==> config.mk <==
export PLATFORM = sky130hd
export DESIGN_NAME = mips_run_controller_flat
export DESIGN_NICKNAME = d
export VERILOG_FILES = /design/src/rtl/mips_run_controller_if.sv /design/src/rtl/mips_run_controller.sv /design/src/flat_wrapper.sv
export SDC_FILE = /design/constraint.sdc
export NUM_CORES = 1
export LEC_CHECK = 0
export ABC_CLOCK_PERIOD_IN_PS = 2600
export BUFFER_PORTS_ARGS = -buffer_cell sky130_fd_sc_hd__buf_4
export CAP_MARGIN = 25
export CORE_MARGIN = 10
export CORE_UTILIZATION = 45
export CTS_CLUSTER_DIAMETER = 150
export DETAILED_ROUTE_END_ITERATION = 7
export PLACE_DENSITY = 0.77
export SYNTH_ARGS = -nofsm -noshare
export SYNTH_HDL_FRONTEND = slang
export SYNTH_SLANG_ARGS = --single-unit
==> constraint.sdc <==
create_clock -name clock_i -period 2.6 [get_ports clock_i]
set_clock_uncertainty 0.15 [all_clocks]
set_input_delay 0.13 -clock clock_i [delete_from_list [all_inputs] [get_ports clock_i]]
set_output_delay 0.13 -clock clock_i [all_outputs]
set_load 0.03 [all_outputs]
==> src/rtl/mips_run_controller_if.sv <==
// Control/status bundle between the board-level sequencer and the MIPS_DLX core.
// Step inputs appear only when RUN_CTRL_STEP_EN is defined.
interface mips_run_controller_if #(
  parameter int N_DOMAINS = 3,
  parameter int CNT_W     = 32
);
  logic                 start;
  logic                 halt_req;
  logic [N_DOMAINS-1:0] domain_rst_n;
  logic                 core_en;
  logic                 running;
  logic                 done;
  logic [CNT_W-1:0]     cycle_count;
`ifdef RUN_CTRL_STEP_EN
  logic                 step_mode;
  logic                 step;
`endif

  modport slave (
`ifdef RUN_CTRL_STEP_EN
    input  step_mode, step,
`endif
    input  start, halt_req,
    output domain_rst_n, core_en, running, done, cycle_count
  );

  modport master (
`ifdef RUN_CTRL_STEP_EN
    output step_mode, step,
`endif
    output start, halt_req,
    input  domain_rst_n, core_en, running, done, cycle_count
  );
endinterface

==> src/rtl/mips_run_controller.sv <==
// Run/reset sequencer: hold reset, staggered domain release, run with cycle count, halt/restart.
// Optional single-step gating of core_en when RUN_CTRL_STEP_EN is defined.
module mips_run_controller #(
  parameter int RST_HOLD  = 16,
  parameter int N_DOMAINS = 3,
  parameter int STAGGER   = 4,
  parameter int CNT_W     = 32
) (
  input  logic                  clock_i,
  input  logic                  reset_i,
  mips_run_controller_if.slave  ctl
);
  localparam int CW = $clog2(RST_HOLD + STAGGER + 1);
  localparam int IW = $clog2(N_DOMAINS + 1);

  typedef enum logic [2:0] {S_IDLE, S_HOLD, S_RELEASE, S_RUN, S_HALTED} state_e;

  state_e               state_q, state_d;
  logic [CW-1:0]        cnt_q, cnt_d;
  logic [IW-1:0]        idx_q, idx_d;
  logic [N_DOMAINS-1:0] dom_q, dom_d;
  logic                 core_en_q, core_en_d;
  logic                 running_q, running_d;
  logic                 done_q, done_d;
  logic [CNT_W-1:0]     cyc_q, cyc_d;
  logic                 run_en;

`ifdef RUN_CTRL_STEP_EN
  assign run_en = ctl.step_mode ? ctl.step : 1'b1;
`else
  assign run_en = 1'b1;
`endif

  always_ff @(posedge clock_i or negedge reset_i) begin
    if (!reset_i) begin
      state_q   <= S_IDLE;
      cnt_q     <= '0;
      idx_q     <= '0;
      dom_q     <= '0;
      core_en_q <= 1'b0;
      running_q <= 1'b0;
      done_q    <= 1'b0;
      cyc_q     <= '0;
    end else begin
      state_q   <= state_d;
      cnt_q     <= cnt_d;
      idx_q     <= idx_d;
      dom_q     <= dom_d;
      core_en_q <= core_en_d;
      running_q <= running_d;
      done_q    <= done_d;
      cyc_q     <= cyc_d;
    end
  end

  always_comb begin
    state_d   = state_q;
    cnt_d     = cnt_q;
    idx_d     = idx_q;
    dom_d     = dom_q;
    core_en_d = core_en_q;
    running_d = running_q;
    done_d    = done_q;
    cyc_d     = cyc_q;
    // Count every edge the core was enabled, including the halting edge; saturate.
    if (core_en_q && (cyc_q != '1)) cyc_d = cyc_q + CNT_W'(1);
    unique case (state_q)
      S_IDLE, S_HALTED: begin
        if (ctl.start) begin
          state_d = S_HOLD;
          cnt_d   = '0;
          dom_d   = '0;
          done_d  = 1'b0;
          cyc_d   = '0;
        end
      end
      S_HOLD: begin
        if (cnt_q == CW'(RST_HOLD - 1)) begin
          state_d  = S_RELEASE;
          dom_d[0] = 1'b1;
          idx_d    = IW'(1);
          cnt_d    = '0;
        end else begin
          cnt_d = cnt_q + CW'(1);
        end
      end
      S_RELEASE: begin
        // idx_q is the next domain to free; RUN follows one edge after the last one.
        if (idx_q == IW'(N_DOMAINS)) begin
          state_d   = S_RUN;
          running_d = 1'b1;
          core_en_d = run_en;
        end else if (cnt_q == CW'(STAGGER - 1)) begin
          for (int i = 0; i < N_DOMAINS; i++)
            if (IW'(i) == idx_q) dom_d[i] = 1'b1;
          idx_d = idx_q + IW'(1);
          cnt_d = '0;
        end else begin
          cnt_d = cnt_q + CW'(1);
        end
      end
      S_RUN: begin
        if (ctl.halt_req) begin
          state_d   = S_HALTED;
          core_en_d = 1'b0;
          running_d = 1'b0;
          done_d    = 1'b1;
        end else begin
          core_en_d = run_en;
        end
      end
      default: state_d = S_IDLE;
    endcase
  end

  assign ctl.domain_rst_n = dom_q;
  assign ctl.core_en      = core_en_q;
  assign ctl.running      = running_q;
  assign ctl.done         = done_q;
  assign ctl.cycle_count  = cyc_q;
endmodule

==> src/flat_wrapper.sv <==
// flat-port wrapper written by rule: the top's interface ports become plain ports
module mips_run_controller_flat 
#(
  parameter int RST_HOLD  = 16,
  parameter int N_DOMAINS = 3,
  parameter int STAGGER   = 4,
  parameter int CNT_W     = 32
)
  (clock_i, reset_i, ctl_start, ctl_halt_req, ctl_domain_rst_n, ctl_core_en, ctl_running, ctl_done, ctl_cycle_count);
  mips_run_controller_if #(.N_DOMAINS(N_DOMAINS), .CNT_W(CNT_W)) ctl_i ();
  input  logic clock_i;
  input  logic reset_i;
  input wire logic [$bits(ctl_i.start)-1:0] ctl_start;
  input wire logic [$bits(ctl_i.halt_req)-1:0] ctl_halt_req;
  output wire logic [$bits(ctl_i.domain_rst_n)-1:0] ctl_domain_rst_n;
  output wire logic [$bits(ctl_i.core_en)-1:0] ctl_core_en;
  output wire logic [$bits(ctl_i.running)-1:0] ctl_running;
  output wire logic [$bits(ctl_i.done)-1:0] ctl_done;
  output wire logic [$bits(ctl_i.cycle_count)-1:0] ctl_cycle_count;
  assign ctl_i.start = ctl_start;
  assign ctl_i.halt_req = ctl_halt_req;
  assign ctl_domain_rst_n = ctl_i.domain_rst_n;
  assign ctl_core_en = ctl_i.core_en;
  assign ctl_running = ctl_i.running;
  assign ctl_done = ctl_i.done;
  assign ctl_cycle_count = ctl_i.cycle_count;
  mips_run_controller #(.RST_HOLD(RST_HOLD), .N_DOMAINS(N_DOMAINS), .STAGGER(STAGGER), .CNT_W(CNT_W)) u_core (.clock_i(clock_i), .reset_i(reset_i), .ctl(ctl_i));
endmodule
==> results_dict.tcl, run 1 <==
set metrics [dict create \
    crit_fanout 9 \
    wire_per_inst_microns 16.1 \
    synth_top_area_share 0.439 \
    slew_violations 0 \
    min_path_type "in -> reg" \
    yosys_warnings 0 \
    ys.flop_type "dfrtp_1" \
    met2_usage 0.235 \
    worstHoldStart "ctl_start" \
    post_cts_buffers 0 \
    p_leak_nw 1.49 \
    yosys-top-cells-area "dfrtp_1, nor2_1, o21ai_0" \
    h-tree-depth 2 \
    crit_required_ns 2.68 \
    num_antenna_cells 0 \
    yosys.area.top_type "dfrtp_1" \
    drt_wl_total_mm 6.92 \
    max_clock_freq_mhz 420 \
    tightest_slew_ns 0.716 \
    synth-seq-area-share 0.439 \
    synth_commonest_cells "dfrtp_1, nor2_1, nand2_1" \
    cts_sinks 48 \
    status "complete, no violations" \
    routed-via-count 2553 \
    numCtsBuffers 5 \
    antenna_left 0 \
    tns_ns 0 \
    overflow 0 \
    async_reset_ff_frac 1.00 \
    post_cts_resized 0 \
    core_sq_um 5920 \
    power_mw 2.96 \
    ys_ff_latch 48 \
    globalplace.congestion 0.895 \
    io_pins 42 \
    cts_tree "built" \
    worst_r2r_path_depth 5 \
    areaGrowthSynthToFinish_pct 20.2 \
    r2r_slack_ns 0.22 \
    synth_area_sq_um 2740 \
    cts_root_buffer "clkbuf_8" \
    hold_violations 0 \
    gr-usage-met3 0.0366 \
    first_global_vias 2451 \
    busiest_layer "met2" \
    grt_pass1_wl_mm 11.6 \
    syn_area_per_cell_sq_um 8.94 \
    track_usage 0.140 \
    period_needed_ns 2.38 \
    finalSetupViolCount 0 \
    relSlewSlack 0.516 \
    hpwl_mm 5.06 \
    drive_above_1_share 0.191 \
    clk_latency_ns 0.30 \
    arrival_ns 2.46 \
    crit_start "u_core.ctl.cycle_count[4]$_DFF_PN0_" \
    dieArea_sq_um 9600 \
    die_h_microns 98.0 \
    clockBufferDepth 2 \
    num_rows 28 \
    startpoint_type "register" \
    firstDrtPassIters 4 \
    route.detailed.drc 0 \
    p_per_area_nw_per_um2 899 \
    synthCells 306 \
    port_buffers 41 \
    critPathKind "reg -> reg" \
    drtIter0Drc 114 \
    synth_enable_flop_cells 0 \
    rsz0062_at_grt "false" \
    die_w_microns 98.0 \
    ys_types 53 \
    clk_pin_slew_worst_paths_ns 0.09 \
    cp-endpoint "u_core.ctl.cycle_count[29]$_DFF_PN0_" \
    end_kind "register" \
    start_util 0.462 \
    finish.net_count 367 \
    r2r_start "u_core.ctl.cycle_count[4]$_DFF_PN0_" \
    r2r-end "u_core.ctl.cycle_count[29]$_DFF_PN0_" \
    vdd_ir_drop_max_uv 531 \
    syn_nets 318 \
    grt_max_degree 49 \
    period_share 0.916 \
    via_per_inst 5.92 \
    grt_antenna_before_repair 0 \
    grt_use_met1 0.171 \
    drv_cap 0 \
    synth_most_common_cell "dfrtp_1" \
]
==> worst min path at each step <==
stage / to / slack, ns / cells after the start
floorplan: u_core.cnt_q[0]$_DFFE_PN0P_ / -0.32 / 0
global placement: u_core.ctl.cycle_count[11]$_DFF_PN0_ / 0.04 / 1
detailed placement: u_core.ctl.cycle_count[10]$_DFF_PN0_ / 0.04 / 1
CTS: u_core.ctl.done$_DFFE_PN0P_ / 0.08 / 4
global route: u_core.ctl.done$_DFFE_PN0P_ / 0.11 / 4
finish: u_core.ctl.done$_DFFE_PN0P_ / 0.09 / 4
==> final cells by class <==
class	count	area, sq um
fill	554	2630
multi-input combinational	239	1470
sequential	48	1200
timing repair buffer	53	403
tap	75	93.8
clock buffer	6	82.6
inverter	8	30.0
clock inverter	2	10.0
==> layer usage <==
layer,vias to the layer above,share of wire
met5,-,0
met4,0,0.018
met3,12,0.054
met2,64,0.48
met1,1250,0.44
li1,1227,-
==> critical path: stages, from the launching register on <==
cell and delay (ns):
dfrtp_1 0.46, nand4_2 0.19, or4b_1 0.58, a211o_1 0.35, or4_1 0.43, a21oi_1 0.15
==> state kept, by name (all words and copies together) (netlist names) <==
name                     cells
u_core.cnt_q                 5
u_core.ctl.done              1
u_core.ctl.core_en           1
u_core.idx_q                 2
u_core.ctl.domain_rst_n      3
u_core.state_q               3
u_core.ctl.cycle_count      32
u_core.ctl.running           1
==> what timing repair did <==
| action | in CTS | in global routing |
|---|---|---|
| setup endpoints to repair | 0 | 0 |
| hold buffers | 2 | 0 |
| hold endpoints to repair | 50 | 0 |
==> power breakdown <==
part / leakage [nW] / switching (mW) / internal (mW)
combinational: 0.806 / 0.789 / 0.516
clock: 0.0510 / 0.250 / 0.213
sequential: 0.637 / 0.269 / 0.921
==> per-stage QoR <==
| stage | worst slack (ns) | cells | hold slack [ns] | utilization | area [sq um] |
|---|---|---|---|---|---|
| after floorplan | 0.210 | 306 | -0.316 | - | 2740 |
| after global routing | 0.103 | 431 | 0.108 | 0.556 | 3290 |
| after CTS | 0.238 | 431 | 0.0783 | 0.556 | 3290 |
| after detailed placement | 0.276 | 421 | 0.0363 | 0.537 | 3180 |
| after global placement | 0.321 | 421 | 0.0359 | 0.537 | 3180 |
| final | 0.218 | 431 | 0.0862 | 0.556 | 3290 |
==> layout by cell type (no fill, tap or decap), drive strengths merged, types with 5 or more instances in the layout <==
cell type	instances
nand2	30
a21oi	16
inv	8
nand3	14
nor3	6
nand2b	5
dfrtp	48
ha	8
or3	11
buf	51
nor2	31
and3	7
a31oi	6
clkbuf	6
nand4	14
o21ai	23
xnor2	5
xor2	7
==> kinds of logic (layout without fill, tap and decap cells) <==
| logic type | after synthesis | in the layout | synth area share |
|---|---|---|---|
| compound gates | 74 | 74 | 0.176 |
| fa+ha+maj | 8 | 8 | 0.0366 |
| mux | 4 | 4 | 0.0151 |
| buf+inv | 19 | 69 | 0.0261 |
| simple gates | 141 | 141 | 0.269 |
| flops | 48 | 48 | 0.439 |
| xor+xnor | 12 | 12 | 0.0384 |
(Power assumes the default switching activity.)
==> inputs of run 2 (changes only) <==
--- a/config.mk
+++ b/config.mk
@@ -6,10 +6,9 @@
 export NUM_CORES = 1
 export LEC_CHECK = 0
-export ABC_CLOCK_PERIOD_IN_PS = 2600
+export ABC_CLOCK_PERIOD_IN_PS = 2500
 export BUFFER_PORTS_ARGS = -buffer_cell sky130_fd_sc_hd__buf_4
 export CAP_MARGIN = 25
 export CORE_MARGIN = 10
 export CORE_UTILIZATION = 45
-export CTS_CLUSTER_DIAMETER = 150
 export DETAILED_ROUTE_END_ITERATION = 7
 export PLACE_DENSITY = 0.77
==> constraint.sdc (replaced) <==
create_clock -name clock_i -period 2.5 [get_ports clock_i]
set_clock_uncertainty 0.15 [all_clocks]
set_input_delay 0.625 -clock clock_i [delete_from_list [all_inputs] [get_ports clock_i]]
set_output_delay 0.625 -clock clock_i [all_outputs]
set_load 0.03 [all_outputs]
==> results_dict.tcl, run 2 (synthesis results as in run 1) <==
set metrics [dict create \
    p_seq_frac 0.376 \
    max_clock_freq_mhz 428 \
    drive_above_1_share 0.212 \
    firstDrtPassIters 4 \
    max_stage_delay_ns 0.58 \
    p_leak_nw 1.52 \
    finish.net_count 370 \
    worst_r2r_path_depth 5 \
    cts_root_buffer "clkbuf_8" \
    cts_tree "built" \
    slew_violations 0 \
    die_w_microns 98.0 \
    fin_ws_ns 0.162 \
    relSlewSlack 0.591 \
    p_sw_frac 0.426 \
    clockBufferDepth 2 \
    track_usage 0.145 \
    arrival_ns 2.44 \
    power_mw 3.25 \
    crit_slowest_cell "or4b_1" \
    vdd_ir_drop_max_uv 637 \
    core_sq_um 5920 \
    hpwl_mm 5.15 \
    port_buffers 41 \
    r2r_start "u_core.ctl.cycle_count[4]$_DFF_PN0_" \
    dieArea_sq_um 9600 \
    num_antenna_cells 0 \
    start_util 0.462 \
    final_core_util 0.566 \
    status "complete, no violations" \
    period_needed_ns 2.34 \
    antenna_left 0 \
    fin_area_sq_um 3350 \
    p_comb_frac 0.438 \
    pre_cts_slack_ns 0.159 \
    wire_per_inst_microns 16.0 \
    tightest_slew_ns 0.613 \
    cp_cell_sequence "nand4_2, or4b_1, a211o_1, or4_1, a21oi_1" \
    pwr-share-clk 0.187 \
    io_pins 42 \
    tns_ns 0 \
    grt_max_degree 49 \
    intPower_mw 1.86 \
    switching_power_mw 1.39 \
    p_per_area_nw_per_um2 970 \
    crit_start "u_core.ctl.cycle_count[4]$_DFF_PN0_" \
    grt_pass1_wl_mm 11.8 \
    crit_required_ns 2.60 \
    die_h_microns 98.0 \
    r2r-end "u_core.ctl.cycle_count[29]$_DFF_PN0_" \
    wl_met3_microns 366 \
    numCtsBuffers 5 \
    via_per_inst 5.82 \
    globalplace.congestion 0.911 \
    startpoint_type "register" \
    period_share 0.935 \
    num_rows 28 \
    h-tree-depth 2 \
    fillers 528 \
    clk_pin_slew_worst_paths_ns 0.10 \
    clk_latency_ns 0.32 \
    met2WireLength_mm 3.28 \
    finalSetupViolCount 0 \
    placed_cells 426 \
    highest_layer "met4" \
    drt_wl_total_mm 6.93 \
    hold_slack_ns 0.145 \
    r2r_slack_ns 0.16 \
    end_kind "register" \
    hold_violations 0 \
    crit_fanout 9 \
    route.detailed.drc 0 \
    min_path_type "in -> async" \
    critPathKind "reg -> reg" \
    finalNonFillerCells 434 \
    final_cell_mix "buf_4, dfrtp_1, nor2_1, nand2_1, o21ai_0" \
    routed-via-count 2526 \
    mostFrequentLayoutCell "buf_4" \
    first_global_vias 2465 \
    drt-met1-wl_mm 3.08 \
    cts_hold_buf 0 \
    grt_antenna_before_repair 0 \
    overflow 0 \
    postPlaceCellArea_sq_um 3210 \
    drv_cap 0 \
    cts_sinks 48 \
    areaGrowthSynthToFinish_pct 22.4 \
    rsz0062_at_grt "false" \
    drtIter0Drc 99 \
    largest_reg_flops 32 \
]
[run 2: critical path: cells and delay by family (launching register included)]
family           cells  cell delay (ns)
AO/OA/AOI/OAI        2             0.52
AND/OR/NAND/NOR      3             1.18
flip-flops           1             0.43
[run 2: power groups by stage]
stage,sequential (mW),clock (mW),combinational (mW)
after floorplan,1.37,0,0.766
after global placement,1.22,0,1.39
after detailed placement,1.23,0,1.42
after CTS,1.21,0.622,1.43
after global routing,1.26,0.654,1.58
final,1.22,0.606,1.42
[run 2: timing repair]
item                       in CTS  in global routing
buffers inserted                0                  0
setup endpoints to repair       0                  4
gates resized for setup         0                  5
[run 2: worst max-delay path by stage]
stage,end,depth (start not counted)
final,u_core.ctl.cycle_count[29]$_DFF_PN0_,5
after global routing,u_core.ctl.cycle_count[29]$_DFF_PN0_,5
after CTS,u_core.ctl.cycle_count[21]$_DFF_PN0_,5
after detailed placement,u_core.ctl.cycle_count[29]$_DFF_PN0_,5
after global placement,u_core.ctl.cycle_count[21]$_DFF_PN0_,5
after floorplan,u_core.ctl.cycle_count[30]$_DFF_PN0_,6
[run 2: per-layer routing]
| metal | global-route usage | up-vias |
|---|---|---|
| li1 | - | 1235 |
| met1 | 0.173 | 1210 |
| met2 | 0.236 | 64 |
| met3 | 0.0479 | 17 |
| met4 | 0.0582 | 0 |
| met5 | 0 | - |
[run 2: final cells by class]
type	instances	area, sq um	share of cell area
sequential	48	1200	0.360
inverter	8	30.0	0.00897
clock inverter	2	38.8	0.0116
tap	75	93.8	0.0280
timing repair buffer	56	420	0.126
multi-input combinational	239	1480	0.442
clock buffer	6	82.6	0.0247
==> inputs of run 3 (changes only) <==
PLACE_DENSITY = unset   (was 0.77)
PLACE_DENSITY_LB_ADDON = 0.15   (was unset)
RECOVER_POWER = 25   (was unset)
==> results_dict.tcl, run 3 (synthesis results as in run 1) <==
set metrics [dict create \
    p_leak_nw 1.53 \
    track_usage 0.142 \
    met2_usage 0.245 \
    cts_sinks 48 \
    grt_max_degree 49 \
    finish.net_count 373 \
    power_mw 3.11 \
    max_stage_delay_ns 0.57 \
    io_pins 42 \
    busiest_layer "met2" \
    final_cell_mix "buf_4, dfrtp_1, nor2_1, nand2_1, o21ai_0" \
    cp_cell_sequence "nand4_2, or4b_1, a2111oi_0, buf_4, xnor2_1, nor2_1" \
    hold_path_depth 1 \
    tightest_slew_ns 1.21 \
    antenna_left 0 \
    numCtsBuffers 5 \
    grt_antenna_before_repair 0 \
    fillers 552 \
    p_per_area_nw_per_um2 933 \
    pre_cts_slack_ns 0.150 \
    gr-usage-met3 0.0352 \
    final_core_util 0.564 \
    worstHoldStart "u_core.ctl.domain_rst_n[0]$_DFFE_PN0P_" \
    clockBufferDepth 2 \
    startpoint_type "register" \
    rsz0062_at_grt "false" \
    largest_reg_flops 32 \
    fin_ws_ns 0.173 \
    via_per_inst 5.75 \
    finalNonFillerCells 437 \
    relSlewSlack 0.195 \
    h-tree-depth 2 \
    critPathKind "reg -> reg" \
    cts_root_buffer "clkbuf_8" \
    whs_endpoint "u_core.ctl.domain_rst_n[0]$_DFFE_PN0P_" \
    cts_hold_buf 0 \
    areaGrowthSynthToFinish_pct 21.9 \
    period_needed_ns 2.33 \
    drtIter0Drc 113 \
    clk_latency_ns 0.31 \
    wire_per_inst_microns 15.7 \
    r2r_start "u_core.ctl.cycle_count[5]$_DFF_PN0_" \
    cts_tree "built" \
    crit_fanout 6 \
    overflow 0 \
    core_sq_um 5920 \
    finalSetupViolCount 0 \
    route.detailed.drc 0 \
    routed-via-count 2514 \
    drt_wl_total_mm 6.85 \
    r2r-end "u_core.ctl.cycle_count[21]$_DFF_PN0_" \
    globalplace.congestion 0.919 \
    firstDrtPassIters 4 \
    dieArea_sq_um 9600 \
    grt_use_met1 0.170 \
    crit_slowest_cell "or4b_1" \
    crit_required_ns 2.55 \
    min_path_type "reg -> reg" \
    r2r_slack_ns 0.17 \
    die_w_microns 98.0 \
    multiInputGateArea_sq_um 1480 \
    end_kind "register" \
    hold_violations 0 \
    slew_violations 0 \
    num_rows 28 \
    post_cts_resized 0 \
    grt_pass1_wl_mm 11.6 \
    max_clock_freq_mhz 430 \
    worst_r2r_path_depth 6 \
    period_share 0.931 \
    crit_family "simple AND/OR/NAND/NOR gates" \
    num_antenna_cells 0 \
    hold_slack_ns 0.352 \
    first_global_vias 2419 \
    worst-path-buf-inv 1 \
    clk_pin_slew_worst_paths_ns 0.10 \
    arrival_ns 2.37 \
    die_h_microns 98.0 \
    postPlaceCellArea_sq_um 3240 \
    mostFrequentLayoutCell "buf_4" \
    port_buffers 41 \
    start_util 0.462 \
    drive_above_1_share 0.213 \
    tns_ns 0 \
    status "complete, no violations" \
    hpwl_mm 5.10 \
    drv_cap 0 \
    vdd_ir_drop_max_uv 552 \
    placed_cells 429 \
    fin_area_sq_um 3340 \
    seqCellArea_sq_um 1200 \
    post_cts_buffers 0 \
]
==> run 3: cell types whose count changed in the layout (fill, tap and decap cells not counted), sizes merged <==
cell,before,now
clkbuf,6,7
bufinv,1,0
buf,56,58
clkinv,1,2
==> run 3: how the worst max path moves through the flow <==
| stage | to | depth (start not counted) | start |
|---|---|---|---|
| final | u_core.ctl.cycle_count[21]$_DFF_PN0_ | 6 | u_core.ctl.cycle_count[5]$_DFF_PN0_ |
| after detailed placement | u_core.ctl.cycle_count[23]$_DFF_PN0_ | 6 | u_core.ctl.cycle_count[0]$_DFF_PN0_ |
| after CTS | u_core.ctl.cycle_count[23]$_DFF_PN0_ | 6 | u_core.ctl.cycle_count[0]$_DFF_PN0_ |
| after global routing | u_core.ctl.cycle_count[29]$_DFF_PN0_ | 5 | u_core.ctl.cycle_count[7]$_DFF_PN0_ |
| after floorplan | u_core.ctl.cycle_count[30]$_DFF_PN0_ | 6 | u_core.ctl.cycle_count[0]$_DFF_PN0_ |
| after global placement | u_core.ctl.cycle_count[21]$_DFF_PN0_ | 6 | u_core.ctl.cycle_count[5]$_DFF_PN0_ |
==> run 3: power by group <==
part,switching (mW),leakage (nW),internal (mW)
clock,0.267,0.0510,0.221
combinational,0.844,0.841,0.570
sequential,0.251,0.635,0.959
==> run 3: area by class of cell <==
cell class              count  area share
clock inverters             2     0.00300
repair buffers             59       0.132
multi-input cells         239       0.443
well taps                  75      0.0281
inverters                   8     0.00900
flip-flops and latches     48       0.360
clock buffers               6      0.0247
==> run 3: per-layer routing <==
| metal | vias up | share of wire |
|---|---|---|
| li1 | 1242 | - |
| met1 | 1217 | 0.44 |
| met2 | 47 | 0.50 |
| met3 | 8 | 0.045 |
| met4 | 0 | 0.012 |
| met5 | - | 0 |
==> run 3: worst register-to-register path, delay by kind of cell, from the launching register on <==
family | cells | cell delay, ns
AO/OA/AOI/OAI | 1 | 0.54
XOR/XNOR | 1 | 0.10
buffers and inverters | 1 | 0.21
flip-flops | 1 | 0.42
AND/OR/NAND/NOR | 3 | 0.79
